## src/rtl/fetch_pkg.sv

```systemverilog
// Shared widths and state encodings for the fetch sequencer.
package fetch_pkg;
  localparam int XLEN_D    = 32;
  localparam int ILEN_D    = 32;
  localparam int MAX_OUT_D = 4;

  typedef enum logic {RUN, FLUSH} state_t;

  // Ordered so that a numerically larger value wins arbitration.
  typedef enum logic [1:0] {NONE = 2'd0, BRANCH = 2'd1, TRAP = 2'd2} redir_pri_t;
endpackage

```

## src/rtl/fetch_im_if.sv

```systemverilog
// Instruction-memory read bus: AR request channel plus in-order R response channel.
interface fetch_im_if #(
  parameter int XLEN = 32,
  parameter int ILEN = 32
);
  logic            arvalid;
  logic            arready;
  logic [XLEN-1:0] araddr;
  logic            rvalid;
  logic            rready;
  logic [ILEN-1:0] rdata;

  modport master (output arvalid, araddr, rready, input arready, rvalid, rdata);
  modport slave  (input arvalid, araddr, rready, output arready, rvalid, rdata);
endinterface

```

## src/rtl/fetch_pc_fifo.sv

```systemverilog
// PC FIFO pairing in-flight reads with their addresses; flush empties it in one cycle.
module fetch_pc_fifo #(
  parameter int DEPTH = 4,
  parameter int W     = 32
) (
  input  logic         clk,
  input  logic         rst,
  input  logic         i_push,
  input  logic         i_pop,
  input  logic         i_flush,
  input  logic [W-1:0] i_data,
  output logic [W-1:0] o_data,
  output logic         o_full,
  output logic         o_empty
);
  localparam int AW = $clog2(DEPTH);

  logic [W-1:0] r_mem [DEPTH];
  logic [AW:0]  r_wptr, r_rptr;

  assign o_empty = (r_wptr == r_rptr);
  assign o_full  = (r_wptr[AW] != r_rptr[AW]) && (r_wptr[AW-1:0] == r_rptr[AW-1:0]);
  assign o_data  = r_mem[r_rptr[AW-1:0]];

  always_ff @(posedge clk) begin
    if (rst || i_flush) begin
      r_wptr <= '0;
      r_rptr <= '0;
    end else begin
      if (i_push && !o_full)  r_wptr <= r_wptr + 1'b1;
      if (i_pop  && !o_empty) r_rptr <= r_rptr + 1'b1;
    end
  end

  always_ff @(posedge clk) begin
    if (i_push && !o_full) r_mem[r_wptr[AW-1:0]] <= i_data;
  end
endmodule

```

## src/rtl/fetch_sequencer.sv

```systemverilog
// Fetch sequencer: issues I-mem reads at the counter PC, pairs responses with PCs,
// applies trap/branch redirects through the counter's load-offset port and drops stale data.
module fetch_sequencer
  import fetch_pkg::*;
#(
  parameter int XLEN    = XLEN_D,
  parameter int ILEN    = ILEN_D,
  parameter int MAX_OUT = MAX_OUT_D
) (
  input  logic            clk,
  input  logic            rst,
  input  logic            i_pc_tvalid,
  output logic            o_pc_tready,
  input  logic [XLEN-1:0] i_pc_tdata,
  output logic            o_pc_load_en,
  output logic [XLEN-1:0] o_pc_load_data,
  fetch_im_if.master      im,
  output logic            o_inst_tvalid,
  input  logic            i_inst_tready,
  output logic [ILEN-1:0] o_inst_tdata,
  output logic [XLEN-1:0] o_inst_pc,
  input  logic            i_trap_valid,
  input  logic [XLEN-1:0] i_trap_target,
  input  logic            i_br_valid,
  input  logic [XLEN-1:0] i_br_target,
  input  logic            i_stall
);
  localparam int CW = $clog2(MAX_OUT + 1);
  localparam logic [CW-1:0] MAX_CNT = CW'(MAX_OUT);

  state_t          r_state, w_state_nx;
  logic [CW-1:0]   r_out, r_drop, w_out_nx, w_drop_nx;
  redir_pri_t      r_pend_pri, w_new_pri, w_pend_pri;
  logic [XLEN-1:0] r_pend_tgt, w_new_tgt, w_pend_tgt, r_araddr, w_fifo_head;
  logic            r_ar_hold;
  logic            w_issue, w_acc, w_rsp, w_apply, w_dropping, w_deliver;
  logic            w_fifo_full, w_fifo_empty;

  // Trap beats branch; a pending redirect only yields to equal or higher priority.
  always_comb begin
    w_new_pri  = NONE;
    w_new_tgt  = i_br_target;
    if (i_trap_valid) begin
      w_new_pri = TRAP;
      w_new_tgt = i_trap_target;
    end else if (i_br_valid) begin
      w_new_pri = BRANCH;
    end
    w_pend_pri = r_pend_pri;
    w_pend_tgt = r_pend_tgt;
    if (w_new_pri != NONE && w_new_pri >= r_pend_pri) begin
      w_pend_pri = w_new_pri;
      w_pend_tgt = w_new_tgt;
    end
  end

  assign w_dropping = (r_drop != '0);
  assign w_issue    = !rst && r_state == RUN && i_pc_tvalid && !i_stall &&
                      r_out < MAX_CNT && !w_fifo_full &&
                      w_new_pri == NONE && r_pend_pri == NONE;

  assign im.arvalid = !rst && (r_ar_hold || w_issue);
  assign im.araddr  = r_ar_hold ? r_araddr : i_pc_tdata;
  assign w_acc      = im.arvalid && im.arready;

  // A held request must be accepted before the counter may be reloaded.
  assign w_apply        = !rst && w_pend_pri != NONE && !(r_ar_hold && !im.arready);
  assign o_pc_tready    = w_acc || w_apply;
  assign o_pc_load_en   = w_apply;
  assign o_pc_load_data = w_pend_tgt - i_pc_tdata;

  assign im.rready     = !rst && (w_dropping || i_inst_tready);
  assign o_inst_tvalid = !rst && !w_dropping && im.rvalid;
  assign o_inst_tdata  = im.rdata;
  assign o_inst_pc     = w_fifo_head;
  assign w_rsp         = im.rvalid && im.rready;
  assign w_deliver     = o_inst_tvalid && i_inst_tready && !w_fifo_empty;

  assign w_out_nx  = r_out + CW'(w_acc) - CW'(w_rsp);
  assign w_drop_nx = w_apply ? w_out_nx : r_drop - CW'(w_dropping && w_rsp);

  always_comb begin
    w_state_nx = r_state;
    if (w_apply)
      w_state_nx = (w_out_nx != '0) ? FLUSH : RUN;
    else if (r_state == FLUSH && w_drop_nx == '0)
      w_state_nx = RUN;
  end

  always_ff @(posedge clk) begin
    if (rst) r_state <= RUN;
    else     r_state <= w_state_nx;
  end

  always_ff @(posedge clk) begin
    if (rst) begin
      r_out      <= '0;
      r_drop     <= '0;
      r_pend_pri <= NONE;
      r_pend_tgt <= '0;
      r_ar_hold  <= 1'b0;
      r_araddr   <= '0;
    end else begin
      r_out      <= w_out_nx;
      r_drop     <= w_drop_nx;
      r_pend_pri <= w_apply ? NONE : w_pend_pri;
      r_pend_tgt <= w_pend_tgt;
      r_ar_hold  <= im.arvalid && !im.arready;
      if (im.arvalid) r_araddr <= im.araddr;
    end
  end

  fetch_pc_fifo #(.DEPTH(MAX_OUT), .W(XLEN)) u_pc_fifo (
    .clk     (clk),
    .rst     (rst),
    .i_push  (w_acc),
    .i_pop   (w_deliver),
    .i_flush (w_apply),
    .i_data  (im.araddr),
    .o_data  (w_fifo_head),
    .o_full  (w_fifo_full),
    .o_empty (w_fifo_empty)
  );

  a_rsp_with_outstanding: assert property (@(posedge clk) disable iff (rst) w_rsp |-> r_out != '0);
endmodule

```

## src/flat_wrapper.sv

```systemverilog
// flat-port wrapper written by rule: the top's interface ports become plain ports
module fetch_sequencer_flat import fetch_pkg::*;
#(
  parameter int XLEN    = XLEN_D,
  parameter int ILEN    = ILEN_D,
  parameter int MAX_OUT = MAX_OUT_D
)
  (clk, rst, i_pc_tvalid, o_pc_tready, i_pc_tdata, o_pc_load_en, o_pc_load_data, o_inst_tvalid, i_inst_tready, o_inst_tdata, o_inst_pc, i_trap_valid, i_trap_target, i_br_valid, i_br_target, i_stall, im_arvalid, im_araddr, im_rready, im_arready, im_rvalid, im_rdata);
  fetch_im_if #(.XLEN(XLEN), .ILEN(ILEN)) im_i ();
  input  logic clk;
  input  logic rst;
  input  logic i_pc_tvalid;
  output logic o_pc_tready;
  input  logic [XLEN-1:0] i_pc_tdata;
  output logic o_pc_load_en;
  output logic [XLEN-1:0] o_pc_load_data;
  output logic o_inst_tvalid;
  input  logic i_inst_tready;
  output logic [ILEN-1:0] o_inst_tdata;
  output logic [XLEN-1:0] o_inst_pc;
  input  logic i_trap_valid;
  input  logic [XLEN-1:0] i_trap_target;
  input  logic i_br_valid;
  input  logic [XLEN-1:0] i_br_target;
  input  logic i_stall;
  output wire logic [$bits(im_i.arvalid)-1:0] im_arvalid;
  output wire logic [$bits(im_i.araddr)-1:0] im_araddr;
  output wire logic [$bits(im_i.rready)-1:0] im_rready;
  input wire logic [$bits(im_i.arready)-1:0] im_arready;
  input wire logic [$bits(im_i.rvalid)-1:0] im_rvalid;
  input wire logic [$bits(im_i.rdata)-1:0] im_rdata;
  assign im_arvalid = im_i.arvalid;
  assign im_araddr = im_i.araddr;
  assign im_rready = im_i.rready;
  assign im_i.arready = im_arready;
  assign im_i.rvalid = im_rvalid;
  assign im_i.rdata = im_rdata;
  fetch_sequencer #(.XLEN(XLEN), .ILEN(ILEN), .MAX_OUT(MAX_OUT)) u_core (.clk(clk), .rst(rst), .i_pc_tvalid(i_pc_tvalid), .o_pc_tready(o_pc_tready), .i_pc_tdata(i_pc_tdata), .o_pc_load_en(o_pc_load_en), .o_pc_load_data(o_pc_load_data), .im(im_i), .o_inst_tvalid(o_inst_tvalid), .i_inst_tready(i_inst_tready), .o_inst_tdata(o_inst_tdata), .o_inst_pc(o_inst_pc), .i_trap_valid(i_trap_valid), .i_trap_target(i_trap_target), .i_br_valid(i_br_valid), .i_br_target(i_br_target), .i_stall(i_stall));
endmodule
```

## config.mk

```make
export PLATFORM = sky130hd
export DESIGN_NAME = fetch_sequencer_flat
export DESIGN_NICKNAME = d
export VERILOG_FILES = /design/src/rtl/fetch_pkg.sv /design/src/rtl/fetch_im_if.sv /design/src/rtl/fetch_pc_fifo.sv /design/src/rtl/fetch_sequencer.sv /design/src/flat_wrapper.sv
export SDC_FILE = /design/constraint.sdc
export NUM_CORES = 1
export LEC_CHECK = 0
export ABC_CLOCK_PERIOD_IN_PS = 6000
export CORE_UTILIZATION = 45
export DETAILED_ROUTE_END_ITERATION = 8
export PLACE_DENSITY = 0.8
export SYNTH_ARGS = -nofsm -noshare
export SYNTH_HDL_FRONTEND = slang
export SYNTH_SLANG_ARGS = --single-unit
export TNS_END_PERCENT = 50
```

## constraint.sdc

```tcl
create_clock -name clk -period 6 [get_ports clk]
set_clock_uncertainty 0.2 [all_clocks]
set_input_delay 0.9 -clock clk [delete_from_list [all_inputs] [get_ports clk]]
set_output_delay 0.9 -clock clk [all_outputs]
set_load 0.05 [all_outputs]
```

==> impl_metrics.yaml <==
placement:
  hpwlAfterDp_mm: 19.11
  placement.setup.worst_slack_ns: -0.04665
  io_buffers: 205
  detailed_place.area_um2: 13090
  finalWeightedCongestion: 0.8653
route:
  drc: 0
  first_iter_violations: 507
  wirelength_mm: 26.12
  drtPass1Iterations: 5
  vias: 7461
  wl_per_instance_um: 18.20
  drtAntennaViolNets: 0
  viasPerCell: 5.199
logic_synthesis:
  mapped_avg_cell_area_um2: 11.41
  syn-num-nets: 1107
  synthArstFlopShare_pct: 0
  post-synth-top-area-cell: "sky130_fd_sc_hd__edfxtp_1"
  yosys.area.top_type_share_pct: 36.39
  post_synth_main_area_contributors: "sky130_fd_sc_hd__edfxtp_1 (36%), sky130_fd_sc_hd__dfxtp_1 (16%), sky130_fd_sc_hd__mux4_2 (6.8%)"
  synthesis.instances: 926
  synth_seq_cells: 210
  syn-cell-area_um2: 10560
  synth_edf_count: 128
  synth_seq_area_share_pct: 51.94
  synth-main-ff-cell: "sky130_fd_sc_hd__edfxtp_1"
  ys_types: 55
  yosys_warnings: 0
timing:
  fin_crit_sh_pct: 96.96
  tightest_slew_ns: 1.029
  layout_min_cycle_time_ns: 5.818
  max_freq_ghz: 0.1719
  rsz0062_at_grt: "true"
  max_slew_margin_pct: 31.37
  count_of_final_setup_violators: 0
  final-max-slew-violation-count: 0
  timing_hold_violations_final: 0
  final_critical_path_setup_slack_ns: 0.1824
clock_tree:
  cts_made_buffers: 22
  cts_hold_buf: 0
  cts_tree: "built"
  clk_pin_slew_worst_paths_ns: 0.06
  cts-root-to-sink-buffers: 3
  cts_setup_buffers: 0
  cts.root.buffer_cell: "sky130_fd_sc_hd__clkbuf_16"
  cts_htree_levels: 1
  clk-insertion-delay-late_ns: 0.49
  clkSinkCount: 210
worst_setup_path:
  ff2ff_setup_slack_ns: 2.34
  crit_path_max_fanout: 42
  reg2regPathDepth: 5
  end_kind: "output pin"
  worst-endpoint-required_ns: 4.90
  worstReg2RegEnd: "u_core.u_pc_fifo.r_mem[1][7]"
  worst_setup_path_start_kind: "input pin"
  cp_data_arrival_time_ns: 4.72
  criticalPathCategory: "input pin to output pin"
  r2r_start: "u_core.r_ar_hold"
final_layout:
  stdcell_area_um2: 13830
  nNetsFinal: 1287
  final_layout_size_suffix_gt1_share_pct: 13.56
  filler_cell_count: 1864
  layout.cells.most_common: "sky130_fd_sc_hd__clkdlybuf4s50_1"
  layout_common_cells: "sky130_fd_sc_hd__clkdlybuf4s50_1 (176), sky130_fd_sc_hd__edfxtp_1 (128), sky130_fd_sc_hd__nor2_1 (97), sky130_fd_sc_hd__dfxtp_1 (80), sky130_fd_sc_hd__mux2i_1 (68)"
  multi_input_comb_area_um2: 4566
  seq_area_um2: 5488
  areaGrowthSynthToFinish_pct: 30.99
die:
  coreArea_um2: 22850
  placementRows: 55
  initial_utilization_pct: 46.23
  chipWidth_um: 155.2
  die_h_um: 155.2
  die_area_um2: 24090
  design.portCount: 270
global_route:
  global_route_wire_length_before_repair_mm: 40.53
  pin_count_of_the_biggest_net_entering_global_routing: 65
  antenna_violations_before_repair: 1
  gr-usage-all-layers_pct: 21.76
  globalRoute.totalOverflow: 0
  grt_pass1_vias: 7468
hold_path:
  hp-start: "u_core.r_araddr[11]"
  hold_class: "register to register"
  worstHoldPathCells: 2
  hold_path_end: "u_core.r_araddr[11]"
power:
  power_leakage_uw: 0.005180
  vdd_ir_drop_max_uv: 374.2
  power_density_nw_per_um2: 339.1
run_status:
  status: "finished clean"
flow_run:
  cap_violations: 0
-- repair_timing --
action	4_1_cts	5_1_grt
pin swaps	0	2
endpoints found under the setup margin	1	16
gates resized for setup	1	8
gates cloned	0	0
-- synth_stat cells, types with 3 or more instances --
master	count
sky130_fd_sc_hd__o211ai_1	4
sky130_fd_sc_hd__buf_4	33
sky130_fd_sc_hd__o21ai_0	50
sky130_fd_sc_hd__mux4_2	32
sky130_fd_sc_hd__xnor2_1	24
sky130_fd_sc_hd__nand2b_1	12
sky130_fd_sc_hd__nor2_1	98
sky130_fd_sc_hd__a21o_1	11
sky130_fd_sc_hd__and2_1	8
sky130_fd_sc_hd__buf_2	10
sky130_fd_sc_hd__ha_1	42
sky130_fd_sc_hd__a21oi_1	64
sky130_fd_sc_hd__nor2b_1	36
sky130_fd_sc_hd__inv_1	50
sky130_fd_sc_hd__and3_1	3
sky130_fd_sc_hd__nand4_1	3
sky130_fd_sc_hd__nand3_1	6
sky130_fd_sc_hd__xor2_1	16
sky130_fd_sc_hd__nand2_1	56
sky130_fd_sc_hd__a211oi_1	6
sky130_fd_sc_hd__o21bai_1	7
sky130_fd_sc_hd__edfxtp_1	128
sky130_fd_sc_hd__buf_1	7
sky130_fd_sc_hd__nor4_1	3
sky130_fd_sc_hd__a31oi_1	3
sky130_fd_sc_hd__dfxtp_1	82
sky130_fd_sc_hd__nor3_1	6
sky130_fd_sc_hd__clkbuf_1	23
sky130_fd_sc_hd__mux2i_1	68
-- registers in the layout, summed over array words and instances, names as in the netlist, named ones only --
register,cells
u_core.r_ar_hold,1
u_core.r_araddr,32
u_core.r_drop,3
u_core.r_out,3
u_core.r_pend_pri,2
u_core.r_pend_tgt,32
u_core.r_state,1
u_core.u_pc_fifo.r_mem,128
u_core.u_pc_fifo.r_rptr,3
u_core.u_pc_fifo.r_wptr,3
-- critical path, cell delays in order --
cell and delay (ns):
sky130_fd_sc_hd__clkdlybuf4s50_1 0.49, sky130_fd_sc_hd__nand2b_1 0.07, sky130_fd_sc_hd__ha_1 0.27, sky130_fd_sc_hd__nand2b_1 0.12, sky130_fd_sc_hd__a21oi_2 0.08, sky130_fd_sc_hd__nor2_4 0.22, sky130_fd_sc_hd__buf_12 0.23, sky130_fd_sc_hd__nor2_1 0.06
sky130_fd_sc_hd__a21oi_1 0.16, sky130_fd_sc_hd__ha_1 0.31, sky130_fd_sc_hd__a2111oi_1 0.46, sky130_fd_sc_hd__o21ai_2 0.15, sky130_fd_sc_hd__nand3_1 0.19, sky130_fd_sc_hd__o22ai_2 0.15, sky130_fd_sc_hd__a31o_2 0.29, sky130_fd_sc_hd__a41oi_2 0.24
sky130_fd_sc_hd__xnor2_2 0.16, sky130_fd_sc_hd__buf_12 0.16
-- routing by layer --
metal / global-route usage [%] / part of all wire (%) / vias up
li1: - / - / 3625
met1: 30.74 / 47 / 3546
met2: 35.20 / 47 / 237
met3: 2.563 / 4.1 / 53
met4: 6.676 / 2.4 / 0
met5: 0 / 0 / -
-- cell type report --
cell class / instances / area share [%]
Clock inverter: 15 / 0.9677
Sequential cell: 210 / 39.67
Clock buffer: 24 / 4.187
Antenna cell: 1 / 0.01809
Tap cell: 313 / 2.831
Multi-Input combinational cell: 591 / 33.00
Inverter: 50 / 1.357
Timing Repair Buffer: 231 / 17.97
-- stage by stage --
| step | TNS (ns) | utilization (%) | hold slack, ns | cells | total power [uW] |
|---|---|---|---|---|---|
| floorplan | -0.001925 | - | 0.2544 | 926 | 2720 |
| global placement | 0 | 57.30 | 0.2682 | 1395 | 3358 |
| detailed placement | -0.04665 | 57.30 | 0.2815 | 1395 | 3367 |
| CTS | 0 | 60.42 | 0.2997 | 1434 | 4706 |
| global route | 0 | 60.55 | 0.3153 | 1435 | 4876 |
| finish | 0 | 60.55 | 0.2956 | 1435 | 4691 |
-- power breakdown --
part | switching, uW | leakage [uW] | internal, uW | total (uW)
clock | 554 | 0.000340 | 784 | 1340
combinational | 1010 | 0.00302 | 747 | 1760
sequential | 22.0 | 0.00182 | 1580 | 1600
total | 1580 | 0.00518 | 3110 | 4690
-- cell families after synthesis --
logic type                 count (synthesis)  synth area share [%]
buffers and inverters                    125                 5.817
AOI/OAI and AO/OA                        168                 9.750
and+or+nand+nor                          237                 10.34
muxes                                    102                 13.48
adders and majority gates                 44                 5.355
xor gates and xnor gates                  40                 3.317
DFF                                      210                 51.94
-- worst max path at each step --
stage               slack [ns]         start                  to  cells after the start
floorplan               -0.002  i_trap_valid  o_pc_load_data[28]                     21
global placement          0.02    i_br_valid  o_pc_load_data[31]                     18
detailed placement       -0.05    i_br_valid  o_pc_load_data[31]                     18
CTS                       0.01    i_br_valid  o_pc_load_data[30]                     19
global route             0.002    i_br_valid  o_pc_load_data[30]                     18
finish                    0.18    i_br_valid  o_pc_load_data[30]                     18
Note: power is estimated with default switching activity, not from simulation.
